[src/rtl/mod_exp_ctrl.sv]
// 8-bit modular exponentiation controller: left-to-right square-and-multiply; every mod on an external divider.
// Latency 9+popcount(exponent) divider round trips; stalls in ISSUE while div_ready=0; start ignored while busy.
module mod_exp_ctrl (
  input  logic        clk,
  input  logic        rst_n,
  input  logic        start,
  input  logic [7:0]  base,
  input  logic [7:0]  exponent,
  input  logic [7:0]  modulus,
  output logic        ready,
  output logic        done,
  output logic [7:0]  result,
  output logic        error,
  output logic        div_start,
  output logic [15:0] div_dividend,
  output logic [15:0] div_divisor,
  input  logic        div_ready,
  input  logic [15:0] div_remainder
);

  typedef enum logic [2:0] {IDLE, ISSUE, WAIT, STEP, FINISH} state_t;
  typedef enum logic [1:0] {OP_RED, OP_SQR, OP_MUL} op_t;

  state_t     state, state_nxt;
  op_t        op_q;
  logic [7:0] exp_q, b_q, acc_q;
  logic [2:0] bit_q;
  logic       wait_first;
  logic       accept;
  logic       last_op;
  logic [7:0] rem_lo;

  // Remainder is below the 8-bit divisor, so the upper byte is always zero.
  assign rem_lo  = div_remainder[7:0] | (div_remainder[15:8] & 8'h00);
  assign last_op = (bit_q == 3'd0) &&
                   ((op_q == OP_MUL) || ((op_q == OP_SQR) && !exp_q[0]));

  always_ff @(posedge clk or negedge rst_n) begin
    if (!rst_n) state <= IDLE;
    else        state <= state_nxt;
  end

  always_comb begin
    state_nxt = state;
    ready     = 1'b0;
    done      = 1'b0;
    div_start = 1'b0;
    accept    = 1'b0;
    case (state)
      IDLE: begin
        ready = 1'b1;
        if (start) begin
          accept    = 1'b1;
          state_nxt = (modulus == 8'd0) ? FINISH : ISSUE;
        end
      end
      ISSUE: begin
        if (div_ready) begin
          div_start = 1'b1;
          state_nxt = WAIT;
        end
      end
      // The divider only drops ready one edge after start, so its first-cycle ready is stale.
      WAIT:   if (!wait_first && div_ready) state_nxt = STEP;
      STEP:   state_nxt = last_op ? FINISH : ISSUE;
      FINISH: begin
        ready     = 1'b1;
        done      = 1'b1;
        state_nxt = IDLE;
      end
      default: state_nxt = IDLE;
    endcase
  end

  always_ff @(posedge clk or negedge rst_n) begin
    if (!rst_n) begin
      op_q         <= OP_RED;
      exp_q        <= 8'd0;
      b_q          <= 8'd0;
      acc_q        <= 8'd0;
      bit_q        <= 3'd7;
      wait_first   <= 1'b0;
      result       <= 8'd0;
      error        <= 1'b0;
      div_dividend <= 16'd0;
      div_divisor  <= 16'd0;
    end else begin
      wait_first <= div_start;
      if (accept) begin
        exp_q        <= exponent;
        acc_q        <= (modulus > 8'd1) ? 8'd1 : 8'd0;
        op_q         <= OP_RED;
        bit_q        <= 3'd7;
        result       <= 8'd0;
        error        <= (modulus == 8'd0);
        div_dividend <= {8'd0, base};
        div_divisor  <= {8'd0, modulus};
      end
      if (state == WAIT && state_nxt == STEP) begin
        if (op_q == OP_RED) b_q   <= rem_lo;
        else                acc_q <= rem_lo;
      end
      if (state == STEP) begin
        if (last_op) begin
          result <= acc_q;
        end else if (op_q == OP_SQR && exp_q[bit_q]) begin
          op_q         <= OP_MUL;
          div_dividend <= {8'd0, acc_q} * {8'd0, b_q};
        end else begin
          // Base reduction leads straight into the square for bit 7.
          op_q         <= OP_SQR;
          if (op_q != OP_RED) bit_q <= bit_q - 3'd1;
          div_dividend <= {8'd0, acc_q} * {8'd0, acc_q};
        end
      end
    end
  end

endmodule

[config.mk]
export PLATFORM = sky130hd
export DESIGN_NAME = mod_exp_ctrl
export DESIGN_NICKNAME = d
export VERILOG_FILES = /design/src/rtl/mod_exp_ctrl.sv
export SDC_FILE = /design/constraint.sdc
export NUM_CORES = 1
export LEC_CHECK = 0
export BUFFER_PORTS_ARGS = -buffer_cell sky130_fd_sc_hd__buf_4
export CAP_MARGIN = 20
export CORE_MARGIN = 5
export CORE_UTILIZATION = 35
export DETAILED_ROUTE_END_ITERATION = 10
export GPL_ROUTABILITY_DRIVEN = 0
export REMOVE_ABC_BUFFERS = 1
export SYNTH_ARGS = -nofsm -noshare
export SYNTH_HDL_FRONTEND = slang
export SYNTH_SLANG_ARGS = --single-unit
[constraint.sdc]
create_clock -name clk -period 4.25 [get_ports clk]
set_clock_uncertainty 0.2 [all_clocks]
set_input_delay 1.0625 -clock clk [delete_from_list [all_inputs] [get_ports clk]]
set_output_delay 1.0625 -clock clk [all_outputs]
set_load 0.02 [all_outputs]
# == After elaboration in Yosys (flattened, before gate mapping) ==
# Cells that the tools add are included.
# totals
latch_bits,0
ff_bits,66
mem_bits_rw,0
input_bits,44
romBits,0
mem_count,0
# classes
mul,2
n_reduce_logical,15
addsub,1
magnitude_cmp,2
bitwise,0
muxes,34
div_mod_pow,0
n_shift,0
eq_ne,7
# ops
operator,n
16-bit two-way mux,4
8-bit two-way mux,6
8-bit by 8-bit multiplier with 16-bit output,2
3-bit two-way mux,10
3-bit case mux with 4 select lines,1
"3-bit by 2-bit equality test with 1-bit output, second input constant",3
"8-bit by 1-bit > comparator with 1-bit output, second input constant",1
8-bit logical NOT,1
1-bit two-way mux,8
2-bit two-way mux,4
3-bit logical NOT,2
1-bit logical AND,5
"3-bit by 4-bit less-than comparator with 1-bit output, second input constant",1
1-bit binary-select mux with 3-bit select,1
"3-bit by 1-bit equality test with 1-bit output, second input constant",1
"3-bit equality test, second input constant",1
"3-bit by 1-bit subtractor with 3-bit output, second input constant",1
"2-bit by 1-bit equality test with 1-bit output, second input constant",1
"2-bit equality test, second input constant",1
1-bit logical NOT,2
2-bit logical NOT,1
2-bit AND reduction,1
2-bit nonzero test,1
2-bit OR reduction,1
1-bit logical OR,1

# == Logic depth before layout (Yosys ltp) ==
# Gate-level depths: netlist (run 1).
# logic_depth
word_depth,9
mapped_depth,18
mapped_depth_nobuf,17

# == Least setup slack after synthesis (run 1) ==
# OpenSTA, ideal clock, no wires.
# synth_timing
path_type,register -> register
startpoint,register acc_q[0]
endpoint,register div_dividend[12]
t_required_ns,3.912
setup_time_ns,0.138
path_stages_with_launch,17
t_arrival_ns,4.249
setup_slack_ns,-0.337
n_path_buf,1
path_cell_list,dfrtp_1 -> clkbuf_1 -> nand2_1 -> fa_1 -> fa_1 -> inv_1 -> fa_1 -> inv_1 -> fa_1 -> inv_1 -> ha_1 -> o211ai_1 -> o21ai_1 -> a211oi_1 -> o41ai_1 -> xnor2_1 -> o221ai_1
# synth_via
elab_chain_len,4
word_cells_on_any_way,5
classes_between,mul: 2; mux: 3
# synth_lines
item,line_no,source
"start, declared",26,"logic [7:0] exp_q, b_q, acc_q;"
"start signal, assigned",91,acc_q <= (modulus > 8'd1) ? 8'd1 : 8'd0;
"start signal, assigned",101,else acc_q <= rem_lo;
"8-bit by 8-bit multiplier with 16-bit output, on equally long branches","113, 108",
16-bit two-way mux *,106,end else if (op_q == OP_SQR && exp_q[bit_q]) begin
16-bit two-way mux *,104,if (last_op) begin
16-bit two-way mux *,103,if (state == STEP) begin
"end signal, assigned",96,"div_dividend <= {8'd0, base};"
"end signal, assigned",108,"div_dividend <= {8'd0, acc_q} * {8'd0, b_q};"
"end signal, assigned",113,"div_dividend <= {8'd0, acc_q} * {8'd0, acc_q};"
"end, declared",15,"output logic [15:0] div_dividend,"
# Every way passes the cells marked *; elsewhere a longest branch is shown, timed or not.
# A chain may end at the register's enable or synchronous reset.

# == Final worst setup path (run 1) ==
# layout_timing
startpoint,register acc_q[4]
endpoint,register div_dividend[12]
# Same word-level chain as after synthesis.

==> results.tsv, run 1 <==
stage	metric	value	unit
synth	yosys_register_bits	66	
worst_setup_path	timing.rr.end	div_dividend[12]$_DFF_PN0_	
routing	drc	0	
synth	synthArstFlopShare	100.0	%
worst_setup_path	critical_path.top_delay_family	adder cells	
cts	clk_latency	350	ps
worst_setup_path	cp_max_fo	7	
placed_design	post-place-ws	-508.1	ps
global_route	grt_start_max_net_pins	67	
worst_setup_path	cp-end-kind	flop	
synth	netlist_instances	745	
final_layout	antenna-diode-count	0	
cts	path_clk_slew	60	ps
die	ios	88	
routing	dr_total_vias	5618	
worst_setup_path	slowest_delay	550	ps
power_and_ir_drop	power_density	610.2	nW/µm²
die	rows	50	
global_route	grt_antenna_before_repair	0	
sta	hold_violations	0	
min_path	min_path_type	flop to flop	
synth	synthFlopType	dfrtp_1	
final_layout	drive_above_1_share	34.24	%
final_layout	nNetsFinal	1085	
global_route	grt_pass1_wl	29720	µm
sta	worstMarginPinSlew	1135	ps
worst_setup_path	crit_chain	buf_6 > nand2_2 > fa_1 > inv_2 > fa_1 > fa_1 > inv_1 > fa_1 > inv_2 > ha_4 > a211o_1 > o31a_1 > a31oi_1 > xor2_1 > o221ai_1	
synth	ys_warn_count	0	
die	fp.dieW	148.2	µm
placed_design	dp_hpwl	13870	µm
routing	ant_nets	0	
power_and_ir_drop	power.leakage	4.622	nW
worst_setup_path	crit_path_end	div_dividend[12]$_DFF_PN0_	
sta	fmax	0.2258	GHz
cts	numCtsBuffers	9	
power_and_ir_drop	clkPwrFrac	14.1	%
worst_setup_path	worst-r2r-setup-slack	-180	ps
outcome	status	finished with violations	
sta	finalSetupViolCount	8	
die	core-area	18770	µm²
synth	synth_top_area_share	23.59	%
cts	ctsHoldBuffers	0	
die	die_h	148.2	µm
worst_setup_path	crit-reg2reg-launch	acc_q[4]$_DFF_PN0_	
worst_setup_path	crit_top_cell	fa_1	
synth	synth.distinct_cells	52	
synth	synth_edf_count	0	
sta	max_slew_margin	24.36	%
routing	wl	18000	µm
worst_setup_path	cp-startpoint	acc_q[4]$_DFF_PN0_	
sta	fin_ws	-178.4	ps
power_and_ir_drop	ir_worst_vdd	299.5	µV
cts	cts-htree-levels	3	
synth	synth.most_common_cell	nand2_1	
synth	yosys-top-cells-count	105 x nand2_1, 95 x inv_1, 68 x ha_1	
worst_setup_path	cp_num_buf_inv	4	
global_route	grt_pass1_vias	5833	
worst_setup_path	critPathLaunchType	flop	
synth	yosysSeqAreaShare	24.77	%
power_and_ir_drop	swShare	44.71	%
sta	rsz0062_at_grt	true	
global_route	grtUsageTotal	16.76	%
routing	drt_iter0_markers	174	
die	initial_core_util	35.61	%
power_and_ir_drop	p_comb_share	66.2	%
sta	setup_tns	-1207	ps
sta	maxSlewViolCount	0	
power_and_ir_drop	p_int	3.053	mW
cts	cts_buffer_depth	2	
power_and_ir_drop	pwr-share-seq	19.7	%
outcome	violations	negative setup slack	
worst_setup_path	worst-endpoint-required	4270	ps
cts	cts_tree	done	
synth	synth.cell_area	6683	µm²
worst_setup_path	slowest_stage	fa_1	
power_and_ir_drop	power_switching	2.469	mW
synth	ys_top_cells_by_area	dfrtp_1 24%, fa_1 18%, ha_1 13%	
sta	hold_ws	273.5	ps
routing	firstDrtPassIters	5	
placed_design	dp.cells	1115	
worst_setup_path	crit_cells	15	
worst_setup_path	reg2reg_depth	15	
synth	synth_top_cell_by_area	dfrtp_1	
sta	period_needed	4428	ps
run	drv_cap	0	
routing	wl_per_cell	15.64	µm
final_layout	instances_no_fill	1151	
worst_setup_path	worstPathArrival	4440	ps
placed_design	portBuffers	71	
synth	syn_area_per_cell	8.970	µm²
routing	routed_via_density	4.881	
sta	final_min_period_over_clock_period	104.2	%
cts	cts_sinks	66	
cts	ctsRootBufferMaster	clkbuf_16	
die	die_area	21960	µm²
final_layout	syn2layout_area_growth	35.41	%
global_route	gr-total-overflow	0	
worst_setup_path	critical_path_class	flop to flop	
-- tightest hold or removal path, stage by stage (launching register included) --
cell     delay [ps]
dfrtp_1         340
nand2_1          50
nand2_1          60
-- stage by stage --
step                total power, mW  cell area, µm²  utilization, %
floorplan                     2.836            6544               -
global placement              4.155            8077           43.03
detailed placement            4.180            8077           43.03
CTS                           5.339            8736           46.55
global route                  6.011            9049           48.21
finish                        5.522            9049           48.21
-- final cells by class --
type | count | area, µm²
fill | 1790 | 9719
sequential | 66 | 1667
inverter | 98 | 372.9
timing repair buffer | 182 | 1448
clock buffer | 9 | 225.2
clock inverter | 7 | 77.57
multi-input combinational | 555 | 4966
tap | 234 | 292.8
-- worst min-delay path by stage --
stage          cells past startpoint  slack [ps]                  startpoint                    endpoint
2_1_floorplan                      2         240        exp_q[1]$_DFFE_PN0P_        exp_q[1]$_DFFE_PN0P_
3_3_place_gp                       2         260        exp_q[6]$_DFFE_PN0P_        exp_q[6]$_DFFE_PN0P_
3_5_place_dp                       2         260        exp_q[5]$_DFFE_PN0P_        exp_q[5]$_DFFE_PN0P_
4_1_cts                            2         280        exp_q[5]$_DFFE_PN0P_        exp_q[5]$_DFFE_PN0P_
5_1_grt                            2         300  div_divisor[4]$_DFFE_PN0P_  div_divisor[4]$_DFFE_PN0P_
6_report                           2         270        exp_q[5]$_DFFE_PN0P_        exp_q[5]$_DFFE_PN0P_
-- power groups by stage --
| stage | clock [mW] | combinational [mW] | sequential, mW |
|---|---|---|---|
| 2_1_floorplan | 0 | 1.67 | 1.17 |
| 3_3_place_gp | 0 | 3.06 | 1.10 |
| 3_5_place_dp | 0 | 3.08 | 1.10 |
| 4_1_cts | 0.799 | 3.45 | 1.09 |
| 5_1_grt | 0.827 | 4.06 | 1.13 |
| 6_report | 0.776 | 3.66 | 1.09 |
-- per-layer routing --
metal	up-vias	share of wire (%)	routed length (µm)	GRT usage, %
met5	-	0	0	0
met4	0	1.2	209	4.157
met3	13	4.4	797	2.559
met2	89	50	8944	28.55
met1	2754	45	8052	22.48
li1	2762	-	-	-
-- placed cells by master, fill, tap and decap left out, drive strengths merged, types with 2 or more instances in the layout --
cell	instances
clkinv	5
nor3	12
nor4	4
mux2i	7
nor3b	3
o211ai	7
o21bai	4
o31ai	8
and2	52
conb	8
a31oi	8
mux4	2
inv	98
a21oi	31
or2	2
a211oi	8
buf	182
o41ai	2
nand2b	8
dfstp	3
clkbuf	9
nor2	51
nand3b	4
a21o	5
nand3	18
ha	68
nand2	106
o21ai	24
and3	4
fa	61
o221ai	4
dfrtp	63
mux2	11
xor2	9
xnor2	16
-- flip-flops by register name (all words and copies together) (netlist names) --
| signal | count |
|---|---|
| exp_q | 8 |
| result | 8 |
| b_q | 8 |
| error | 1 |
| acc_q | 8 |
| div_dividend | 16 |
| bit_q | 3 |
| div_divisor | 8 |
| state | 3 |
| op_q | 2 |
| wait_first | 1 |
-- logic make-up after synthesis --
family | Yosys count | synth area share (%)
adders and majority gates | 129 | 31.01
DFF | 66 | 24.77
muxes | 20 | 3.689
xor gates and xnor gates | 25 | 3.277
buffers and inverters | 131 | 7.976
AOI/OAI and AO/OA | 105 | 9.736
other | 1 | 0.05612
and+or+nand+nor | 268 | 19.49
-- what timing repair did --
| action | CTS | global route |
|---|---|---|
| setup buffers | 11 | 10 |
| endpoints found under the setup margin | 9 | 11 |
| gates resized for setup | 68 | 61 |
| pin swaps | 28 | 56 |
(Power assumes the default switching activity.)
==> run 2, diff against run 1 <==
CORE_ASPECT_RATIO = 1.4   (was not set)
==> run 2 against run 1 <==
The flow still finishes with violations (negative setup slack). Die area rose by 0.17%. Via count rose by 1.1%. Global-route usage fell by 0.16 points. Clock power rose by 2%. Core utilization rose by 0.068 points. Non-clock buffer count did not move. Final cell count rose by 0.87%. Setup slack got worse by 99 ps. Count of clock-buffer cells in the layout rose by 2. Sequential power barely moved. Register-to-register slack got worse by 99 ps. Critical endpoint is now div_dividend[11]$_DFF_PN0_. Largest cell class unchanged. Highest routed layer unchanged.
==> results.tsv, run 2 (same netlist as run 1, synthesis figures left out) <==
stage	metric	value	unit	change
outcome	status	finished with violations		
outcome	violations	negative setup slack		
die	die_h	173.5	µm	+17%
global_route	grt_pass1_wl	29370	µm	-1.2%
routing	wl	17990	µm	about the same
final_layout	largest_reg_flops	16		unchanged
die	die_area	22000	µm²	+0.17%
power_and_ir_drop	p_comb_share	65.4	%	-0.8 points
global_route	grt_start_max_net_pins	67		unchanged
sta	finalSetupViolCount	8		unchanged
power_and_ir_drop	swShare	44.28	%	-0.43 points
final_layout	nNetsFinal	1085		unchanged
routing	routed_via_density	4.894		+0.27%
power_and_ir_drop	p_int	3.045	mW	-0.27%
cts	cts-htree-levels	3		unchanged
die	fp.dieW	126.8	µm	-14%
global_route	gr-total-overflow	0		unchanged
final_layout	final_cell_mix	165 x buf_4, 100 x nand2_1, 83 x inv_1		
final_layout	final_common_cell	buf_4		
worst_setup_path	critical_path_class	flop to flop		
die	rows	59		+18%
cts	cts_sinks	66		unchanged
power_and_ir_drop	pwr-share-seq	20.1	%	+0.4 points
sta	maxSlewViolCount	0		unchanged
routing	firstDrtPassIters	4		-1
die	ios	88		unchanged
worst_setup_path	worstPathArrival	4580	ps	+140 ps
die	core-area	18680	µm²	-0.49%
cts	clk_latency	340	ps	about the same
cts	cts_buffer_depth	2		unchanged
global_route	grtUsageTotal	16.60	%	-0.16 points
sta	period_needed	4528	ps	+99.39 ps
power_and_ir_drop	clkPwrFrac	14.5	%	+0.4 points
power_and_ir_drop	power.leakage	4.669	nW	+1.0%
sta	setup_tns	-1594	ps	-386.8 ps
final_layout	registers.top_by_ff_count	div_dividend		
routing	dr_total_vias	5682		+1.1%
die	initial_core_util	35.78	%	+0.17 points
routing	ant_nets	0		unchanged
run	drv_cap	0		unchanged
power_and_ir_drop	power_density	606.0	nW/µm²	-0.69%
worst_setup_path	worst-endpoint-required	4300	ps	+30 ps
cts	ctsRootBufferMaster	clkbuf_16		
min_path	min_path_type	flop to flop		
sta	fmax	0.2209	GHz	-2.2%
final_layout	antenna-diode-count	0		unchanged
worst_setup_path	cp-end-kind	flop		
power_and_ir_drop	ir_worst_vdd	327.7	µV	+9.4%
routing	drc	0		unchanged
cts	ctsHoldBuffers	0		unchanged
power_and_ir_drop	power_switching	2.420	mW	-2.0%
sta	hold_violations	0		unchanged
global_route	grt_pass1_vias	5929		+1.6%
cts	path_clk_slew	60	ps	about the same
routing	drt_iter0_markers	169		-2.9%
placed_design	portBuffers	71		unchanged
sta	fin_ws	-277.8	ps	-99.39 ps
placed_design	post-place-ws	-519.3	ps	-11.21 ps
final_layout	drive_above_1_share	33.37	%	-0.87 points
sta	rsz0062_at_grt	true		
worst_setup_path	cp_max_fo	6		-1
sta	hold_ws	275.3	ps	+1.824 ps
sta	final_min_period_over_clock_period	106.5	%	+2.3 points
worst_setup_path	critPathLaunchType	flop		
sta	max_slew_margin	40.37	%	+16 points
cts	cts_tree	done		
global_route	grt_antenna_before_repair	0		unchanged
final_layout	syn2layout_area_growth	34.94	%	
routing	wl_per_cell	15.50	µm	-0.93%
sta	worstMarginPinSlew	894.5	ps	-240.0 ps
placed_design	dp_hpwl	14020	µm	+1.1%
cts	numCtsBuffers	9		unchanged
==> run 2: cell count changes in the layout (fill, tap and decap cells not counted), moves of 2 or more <==
cell	change
nand2_2	-2
nand2_1	+2
inv_2	-2
inv_6	-2
o21ai_0	+2
ha_1	+3
nor3_2	-2
o21ai_1	-2
ha_4	-4
inv_4	+2
clkbuf_8	+2
buf_6	+3
==> run 2: final timing paths <==
check                           cells past startpoint  slack [ps]                         end                  from
worst max-delay path                               17        -280  div_dividend[11]$_DFF_PN0_    acc_q[2]$_DFF_PN0_
worst min-delay path                                2         280        exp_q[7]$_DFFE_PN0P_  exp_q[7]$_DFFE_PN0P_
worst max register to register                     17        -280  div_dividend[11]$_DFF_PN0_    acc_q[2]$_DFF_PN0_
worst min register to register                      2         280        exp_q[7]$_DFFE_PN0P_  exp_q[7]$_DFFE_PN0P_
max in group asynchronous                           1        2590          b_q[3]$_DFFE_PN0P_                 rst_n
min in group asynchronous                           1         640          acc_q[3]$_DFF_PN0_                 rst_n
==> run 2: power by group through the flow <==
stage          clock [mW]  sequential, mW  combinational (mW)
2_1_floorplan           0            1.17                1.67
3_3_place_gp            0            1.10                3.05
3_5_place_dp            0            1.10                3.07
4_1_cts             0.808            1.11                3.42
5_1_grt             0.834            1.14                3.98
6_report            0.791            1.10                3.57
==> run 2: what timing repair did <==
item | 4_1_cts | 5_1_grt
buffers inserted | 11 | 5
gates resized for setup | 76 | 48
pin swaps | 45 | 40
setup endpoints to repair | 10 | 10
==> run 2: stage by stage <==
stage | utilization, % | instance area, µm² | cells | power, mW
after floorplan | - | 6544 | 719 | 2.836
after global placement | 43.42 | 8109 | 1130 | 4.149
after detailed placement | 43.42 | 8109 | 1130 | 4.165
after CTS | 47.08 | 8793 | 1156 | 5.337
after global routing | 48.28 | 9017 | 1161 | 5.947
final | 48.28 | 9017 | 1161 | 5.465
==> run 2: final cells by class <==
class / instances / area (µm²)
Clock buffer: 11 / 252.7
Sequential cell: 66 / 1665
Inverter: 98 / 374.1
Fill cell: 1774 / 9659
Tap cell: 244 / 305.3
Clock inverter: 5 / 62.56
Multi-Input combinational cell: 555 / 4918
Timing Repair Buffer: 182 / 1439
==> run 2: worst max-delay path: stages (launching register included) <==
cell	delay [ps]
dfrtp_2	470
buf_6	140
nand2_2	60
fa_1	530
inv_2	60
fa_1	480
fa_1	530
inv_1	50
fa_1	500
inv_2	50
ha_4	210
a211o_1	300
o21bai_4	200
a31oi_4	200
buf_6	120
xnor2_2	110
nand2_1	70
a31oi_1	170
==> run 2: per-layer routing <==
metal	global-route usage, %	vias to the layer above	share of wire [%]
li1	-	2752	-
met1	18.64	2810	39
met2	32.20	93	56
met3	1.850	27	2.1
met4	5.054	0	2.4
met5	0	-	0
